**config.mk**
```make
export PLATFORM = sky130hd
export DESIGN_NAME = truth_table_sweeper
export DESIGN_NICKNAME = d
export VERILOG_FILES = /design/src/rtl/truth_table_sweeper.sv
export SDC_FILE = /design/constraint.sdc
export NUM_CORES = 1
export LEC_CHECK = 0
export BUFFER_PORTS_ARGS = -buffer_cell sky130_fd_sc_hd__clkbuf_2
export CORE_MARGIN = 2
export CORE_UTILIZATION = 30
export CTS_BUF_LIST = sky130_fd_sc_hd__clkbuf_2 sky130_fd_sc_hd__clkbuf_4 sky130_fd_sc_hd__clkbuf_8
export DETAILED_ROUTE_END_ITERATION = 10
export PLACE_DENSITY = 0.47
export SLEW_MARGIN = 10
export SYNTH_ARGS = -nofsm -noshare
export SYNTH_HDL_FRONTEND = slang
export SYNTH_SLANG_ARGS = --single-unit
```
**constraint.sdc**
```tcl
create_clock -name clk -period 3.8 [get_ports clk]
set_input_delay 0.38 -clock clk [delete_from_list [all_inputs] [get_ports clk]]
set_output_delay 0.38 -clock clk [all_outputs]
set_load 0.05 [all_outputs]
```
**src/rtl/truth_table_sweeper.sv**
```systemverilog
// Drives all 16 input vectors of a 4-input function, samples its output after a settle
// interval, and checks the captured truth table against a golden word.
module truth_table_sweeper #(
    parameter int          SETTLE   = 2,
    parameter logic [15:0] EXPECTED = 16'hAC3C
) (
    input  logic        clk,
    input  logic        reset,
    input  logic        start,
    input  logic        s_in,
    output logic [3:0]  vec,
    output logic        busy,
    output logic        done,
    output logic [15:0] result,
    output logic        pass,
    output logic [4:0]  err_count,
    output logic [3:0]  first_err
);
    localparam int             CW       = $clog2(SETTLE + 1);
    localparam logic [CW-1:0]  CNT_LAST = CW'(SETTLE - 1);

    typedef enum logic [1:0] {IDLE, SWEEP, FIN} state_t;

    // start/stop handshake: start is a level sampled at each edge while IDLE or on the
    // edge that leaves FIN; busy is high while vectors are being driven; done pulses
    // for one cycle after the last sample.
    state_t         state, state_nxt;
    logic [CW-1:0]  cnt, cnt_nxt;
    logic [3:0]     vec_nxt, first_err_nxt;
    logic           busy_nxt, done_nxt, pass_nxt;
    logic [15:0]    result_nxt;
    logic [4:0]     err_count_nxt;

    always_ff @(posedge clk or posedge reset) begin
        if (reset) begin
            state     <= IDLE;
            cnt       <= '0;
            vec       <= '0;
            busy      <= 1'b0;
            done      <= 1'b0;
            result    <= '0;
            pass      <= 1'b0;
            err_count <= '0;
            first_err <= '0;
        end else begin
            state     <= state_nxt;
            cnt       <= cnt_nxt;
            vec       <= vec_nxt;
            busy      <= busy_nxt;
            done      <= done_nxt;
            result    <= result_nxt;
            pass      <= pass_nxt;
            err_count <= err_count_nxt;
            first_err <= first_err_nxt;
        end
    end

    always_comb begin
        state_nxt     = state;
        cnt_nxt       = cnt;
        vec_nxt       = vec;
        busy_nxt      = busy;
        done_nxt      = 1'b0;
        result_nxt    = result;
        pass_nxt      = pass;
        err_count_nxt = err_count;
        first_err_nxt = first_err;

        case (state)
            IDLE, FIN: begin
                busy_nxt  = 1'b0;
                state_nxt = IDLE;
                // The edge closing FIN also samples start, so a held start
                // restarts immediately after done.
                if (start) begin
                    state_nxt     = SWEEP;
                    cnt_nxt       = '0;
                    vec_nxt       = '0;
                    busy_nxt      = 1'b1;
                    result_nxt    = '0;
                    pass_nxt      = 1'b0;
                    err_count_nxt = '0;
                    first_err_nxt = '0;
                end
            end
            SWEEP: begin
                if (cnt == CNT_LAST) begin
                    cnt_nxt         = '0;
                    result_nxt[vec] = s_in;
                    if (s_in != EXPECTED[vec]) begin
                        err_count_nxt = err_count + 5'd1;
                        if (err_count == 5'd0) first_err_nxt = vec;
                    end
                    if (vec == 4'd15) begin
                        state_nxt = FIN;
                        busy_nxt  = 1'b0;
                        done_nxt  = 1'b1;
                        pass_nxt  = (err_count_nxt == 5'd0);
                    end else begin
                        vec_nxt = vec + 4'd1;
                    end
                end else begin
                    cnt_nxt = cnt + CW'(1);
                end
            end
            default: state_nxt = IDLE;
        endcase
    end
endmodule
```
==> qor.txt, run 1 <==
Clock Skew -> 0.00974 ns
Number of max-cap violations -> 0
Worst-Skew Late Latency -> 0.29 ns
Post-CTS sizing -> 0
Number of buffers created by CTS -> 5
First-pass GRT wire length -> 8060 um
Slowest stage cell, crit path -> dfrtp_1
Sink Count -> 36
Gr usage total -> 14.3%
Clock-pin slew on the worst setup and hold paths -> 0.08 ns
I/O pin cnt -> 36
RePlAce Congestion -> 0.791
RSZ-0062 raised after global routing -> no
Bufs on Longest Clock Path -> 2
Commonest non-fill, non-tap cells in the layout -> dfrtp_1 (36), clkbuf_2 (35), o21ai_1 (32)
Fin. max-slew vios -> 0
Die Y -> 83.0 um
DR vias/cell -> 5.11
Largest net degree at the start of global routing -> 37
Final-stage net count -> 248
CP Class -> flop to flop
Layout Area Growth over Synthesis -> 19.2%
Die area -> 6890 um2
Ys Warns -> 0
Worst EP arrival -> 2.32 ns
# H-tree levels -> 2
Pre-antenna DRT Iters -> 4
Fmax -> 467 MHz
Antenna viol nets, final -> 0
Antenna Cells -> 0
Share of layout cells above drive strength 1 -> 20.6%
Final period util -> 56.4%
Routed len/inst -> 14.8 um
Vias in the first global route -> 1591
Filler cells -> 635
CP top delay family -> compound AO/OA/AOI/OAI gates
Slew headroom -> 45.8%
Worst Setup End Kind -> flop
Post-synthesis cell area -> 1870 um2
Class of the worst hold path -> input pin to async pin
Post-CTS Hold Fix Bufs -> 0
Core region area -> 5990 um2
Overflow after GRT -> 0
Die W -> 83.0 um
Final Hold Fails -> 0
Worst path required time -> 3.98 ns
Tmin final -> 2.14 ns
Cell Chain, Critical Path -> ha_1 > nor2_1 > a211oi_4 > o21ai_1 > a21o_1 > a32o_1
Register area share after synthesis -> 48.1%
Status -> finished clean
Setup TNS -> 0 ns
WP buf/inv -> 0
Vias -> 1598
Crit-path max FO -> 14
Post-Syn Instances -> 201
HPWL Detailed -> 3390 um
Std-Cell Rows -> 28
TritonCTS clock tree -> yes
Initial antenna violation count -> 0
Crit-path max cell delay -> 0.55 ns
DRC errors left -> 0
FF+latch count, synth -> 36
Starting DRT DRC Count -> 54
Port Buf Inserts -> 35
Synth cell types -> 42
Syn_nets -> 212
Worst-margin pin slew -> 0.802 ns
Final setup violation count -> 0
Post-Syn Area per Cell -> 9.32 um2
Setup bufs post-CTS -> 0
Total Wirelength -> 4630 um
Startpoint types -> flop
Root Buffer -> clkbuf_8
Starting Density -> 31.3%
Commonest non-fill, non-tap cell in the layout -> dfrtp_1
## per-layer routing
metal / track usage, % / routed length (um) / part of all wire (%)
met5: 0 / 0 / 0
met4: 4.32 / 57 / 1.2
met3: 4.27 / 215 / 4.6
met2: 21.8 / 2020 / 44
met1: 19.6 / 2330 / 50
## metrics by stage
| stage | instance area, um2 | worst slack [ns] | hold WS (ns) | utilization, % | cells |
|---|---|---|---|---|---|
| floorplan | 1870 | 1.67 | 0.474 | - | 201 |
| global placement | 2120 | 1.64 | 0.480 | 35.4 | 305 |
| detailed placement | 2120 | 1.66 | 0.481 | 35.4 | 305 |
| CTS | 2230 | 1.65 | 0.179 | 37.3 | 313 |
| global route | 2230 | 1.47 | 0.219 | 37.3 | 313 |
| finish | 2230 | 1.66 | 0.166 | 37.3 | 313 |
## cells in the mapped netlist
master | count | area share, %
a2111oi_0 | 1 | 0.47
a211o_1 | 1 | 0.47
a211oi_4 | 1 | 1.1
a21o_1 | 2 | 0.80
a21oi_1 | 19 | 5.1
a22o_1 | 1 | 0.47
a31o_1 | 2 | 0.94
a32o_1 | 3 | 1.6
and2_1 | 2 | 0.67
and3_1 | 1 | 0.33
buf_1 | 1 | 0.20
buf_2 | 2 | 0.53
clkbuf_1 | 4 | 0.80
dfrtp_1 | 36 | 48
ha_1 | 7 | 4.7
inv_1 | 10 | 2.0
mux2i_1 | 1 | 0.53
mux2i_2 | 1 | 0.73
nand2_1 | 20 | 4.0
nand2b_1 | 6 | 2.0
nand3_1 | 4 | 1.1
nand4_1 | 1 | 0.33
nand4bb_1 | 1 | 0.60
nor2_1 | 12 | 2.4
nor2_2 | 1 | 0.33
nor2b_1 | 3 | 1.0
nor3_1 | 2 | 0.53
nor3b_1 | 1 | 0.40
nor4_1 | 2 | 0.67
nor4b_1 | 1 | 0.47
o2111ai_1 | 1 | 0.47
o211a_1 | 2 | 1.1
o211a_4 | 1 | 0.94
o21a_1 | 1 | 0.40
o21ai_0 | 7 | 1.9
o21ai_1 | 32 | 8.6
o31ai_1 | 1 | 0.40
o41ai_1 | 1 | 0.47
or2_2 | 1 | 0.33
or3_1 | 1 | 0.33
xnor2_1 | 2 | 0.94
xor2_1 | 2 | 0.94
## cells by family after synthesis
| logic type | count (synthesis) | share of synthesized area [%] |
|---|---|---|
| mux | 2 | 1.27 |
| simple gates | 59 | 15.5 |
| flops | 36 | 48.1 |
| fa+ha+maj | 7 | 4.68 |
| compound gates | 76 | 25.1 |
| buf+inv | 17 | 3.54 |
| xor+xnor | 4 | 1.87 |
## tightest hold or removal path, delay by kind of cell
family | cells | cell delay (ns)
buf+inv | 3 | 0.53
## cell type report
type                       count  area, um2  share of cell area, %
multi-input combinational    148        906                   40.6
timing repair buffer          36        183                   8.18
clock inverter                 3       42.5                   1.91
clock buffer                   5       68.8                   3.08
inverter                      10       37.5                   1.68
tap                           75       93.8                   4.20
sequential                    36        901                   40.4
## path summary, 6_finish.rpt
kind / endpoint / slack [ns] / start / cells after the start
worst min register to register: result[7] / 0.50 / result[7] / 2
worst max register to register: first_err[2] / 1.66 / vec[2] / 6
max in group asynchronous: vec[1] / 3.30 / reset / 3
worst min-delay path: result[5] / 0.17 / reset / 3
worst max-delay path: first_err[2] / 1.66 / vec[2] / 6
min in group clk: result[15] / 0.46 / s_in / 3
## registers in the layout, indices dropped and copies added, names as in the netlist
name / flops
err_count: 5
state: 2
done: 1
cnt: 2
vec: 4
first_err: 4
busy: 1
pass: 1
result: 16
Power of run 1 is not shown: default switching activity piles up to over one toggle a cycle in this logic, so the estimate is an artifact.
==> run 2: changes to the inputs <==
--- a/config.mk
+++ b/config.mk
@@ -5,12 +5,13 @@
 export SDC_FILE = /design/constraint.sdc
 export NUM_CORES = 1
 export LEC_CHECK = 0
+export ABC_AREA = 1
 export BUFFER_PORTS_ARGS = -buffer_cell sky130_fd_sc_hd__clkbuf_2
 export CORE_MARGIN = 2
 export CORE_UTILIZATION = 30
 export CTS_BUF_LIST = sky130_fd_sc_hd__clkbuf_2 sky130_fd_sc_hd__clkbuf_4 sky130_fd_sc_hd__clkbuf_8
 export DETAILED_ROUTE_END_ITERATION = 10
-export PLACE_DENSITY = 0.47
+export PLACE_DENSITY = 0.48
 export SLEW_MARGIN = 10
 export SYNTH_ARGS = -nofsm -noshare
 export SYNTH_HDL_FRONTEND = slang
==> constraint.sdc (replaced) <==
create_clock -name clk -period 1.8 [get_ports clk]
set_input_delay 0.18 -clock clk [delete_from_list [all_inputs] [get_ports clk]]
set_output_delay 0.18 -clock clk [all_outputs]
set_load 0.05 [all_outputs]
==> qor.txt, run 2 <==
FF+latch count, synth -> 36
Largest regs -> result x16, err_count x5
Ys async rst share -> 100%
Synth cell types -> 29
# H-tree levels -> 2
Root Buffer -> clkbuf_8
Final-stage net count -> 285
CP Class -> flop to flop
Die W -> 84.0 um
Startpoint types -> flop
Sink Count -> 36
Commonest non-fill, non-tap cell in the layout -> nand2_1
Crit-path max FO -> 7
Share of layout cells above drive strength 1 -> 26.2%
Setup TNS -> 0 ns
Number of buffers created by CTS -> 5
I/O pin cnt -> 36
Fin. max-slew vios -> 0
Worst-Skew Late Latency -> 0.29 ns
Most numerous cell in the Yosys netlist -> nand2_1
Worst Setup End Kind -> flop
Post-Syn Area per Cell -> 8.46 um2
Largest register FFs -> 16
Antenna Cells -> 0
Clock-pin slew on the worst setup and hold paths -> 0.08 ns
Synth area leader -> dfrtp_1
TritonCTS clock tree -> yes
Fraction of the mapped netlist area in simple logic gates -> 24.6%
Status -> finished clean
Vias -> 1681
RePlAce Congestion -> 0.840
Clock Skew -> 0.00752 ns
Commonest non-fill, non-tap cells in the layout -> nand2_1 (52), clkbuf_2 (35), dfrtp_1 (34)
Starting Density -> 30.6%
Worst-margin pin slew -> 0.483 ns
Routed len/inst -> 13.7 um
Top post-synthesis cells by area -> dfrtp_1 (47%), nand2_1 (10%), o21ai_0 (5.7%)
Slew headroom -> 67.8%
Biggest register -> result
Post-Synth Adder-Cell Area -> 4.56%
First-pass GRT wire length -> 8160 um
Total Wirelength -> 4810 um
Post-synth EDFFs -> 0
Initial antenna violation count -> 0
Overflow after GRT -> 0
Syn_nets -> 238
Number of max-cap violations -> 0
Final setup violation count -> 0
Port Buf Inserts -> 35
Fmax -> 619 MHz
Primary FF master, synth -> dfrtp_1
Compound-cell area share of the yosys netlist -> 16.0%
Core region area -> 6280 um2
Largest family of logic cells by synthesized area -> simple AND/OR/NAND/NOR gates
Starting DRT DRC Count -> 30
XOR/XNOR Fraction of Synth Area -> 1.37%
Post-Syn Instances -> 227
HPWL Detailed -> 3380 um
Worst EP arrival -> 1.80 ns
Final Hold Fails -> 0
DR vias/cell -> 4.78
Die area -> 7050 um2
Layout Area Growth over Synthesis -> 22.5%
RSZ-0062 raised after global routing -> no
Register area share after synthesis -> 46.9%
Class of the worst hold path -> input pin to flop
Largest net degree at the start of global routing -> 37
Gr usage total -> 14.4%
Std-Cell Rows -> 29
Synth top cells by count -> nand2_1 (53), dfrtp_1 (36), inv_1 (23)
Final period util -> 89.8%
Die Y -> 84.0 um
Tmin final -> 1.62 ns
Post-synthesis cell area -> 1920 um2
Post-synthesis mux area share -> 0%
Ys Warns -> 0
DRC errors left -> 0
Bufs on Longest Clock Path -> 2
Pre-antenna DRT Iters -> 4
Share of the synthesized area in the top cell type -> 46.9%
Vias in the first global route -> 1696
Worst path required time -> 1.99 ns
Antenna viol nets, final -> 0
run 2: logic make-up after synthesis:
logic type / Yosys count
adders and majority gates: 7
xor gates and xnor gates: 3
DFF: 36
buffers and inverters: 31
AOI/OAI and AO/OA: 50
and+or+nand+nor: 100
run 2: path summary, 6_finish.rpt:
kind                       startpoint      endpoint  slack (ns)  depth (start not counted)
setup reg to reg               vec[1]          pass        0.18                          9
min in group asynchronous       reset  err_count[1]        0.53                          4
max in group asynchronous       reset        vec[1]        0.90                          4
hold / removal                   s_in     result[7]        0.27                          2
setup / recovery               vec[1]          pass        0.18                          9
hold reg to reg             result[8]     result[8]        0.49                          2
run 2: area by class of cell:
type,instances,area [um2]
Inverter,28,108
Timing Repair Buffer,43,238
Sequential cell,36,903
Tap cell,77,96.3
Clock buffer,6,82.6
Fill cell,687,3930
Multi-Input combinational cell,160,913
Clock inverter,2,10.0
run 2: layer usage:
layer  wire, um  vias up  track usage, %
met4         48        0            5.28
met3        174        4            2.77
met1       2390      790            19.7
met5          0        -               0
li1           -      849               -
met2       2200       38            22.5
run 2: through the flow:
step                cell area (um2)  std cells  hold slack, ns  setup slack [ns]  util [%]
floorplan                      1920        227           0.342            0.0890         -
global placement               2220        342           0.309             0.202      35.4
detailed placement             2220        342           0.314             0.143      35.4
CTS                            2320        351           0.244             0.144      37.0
global route                   2350        352           0.287           0.00354      37.5
finish                         2350        352           0.272             0.184      37.5
run 2: repair_timing:
item                       4_1_cts  5_1_grt
setup endpoints to repair        0        5
gates resized for setup          0        4
hold endpoints to repair        12        0
hold buffers                     1        0
setup buffers                    0        1
run 2: worst max-delay path, stage by stage (launching register included):
cell and delay [ns]:
dfrtp_2 0.43, ha_1 0.30, nand2_2 0.11, nand3_1 0.12
nand2_2 0.14, nand2_4 0.09, o21ai_1 0.16, nor2_1 0.06
nand2_1 0.06, nand2_1 0.04
Power of run 2 is left out for the same reason.
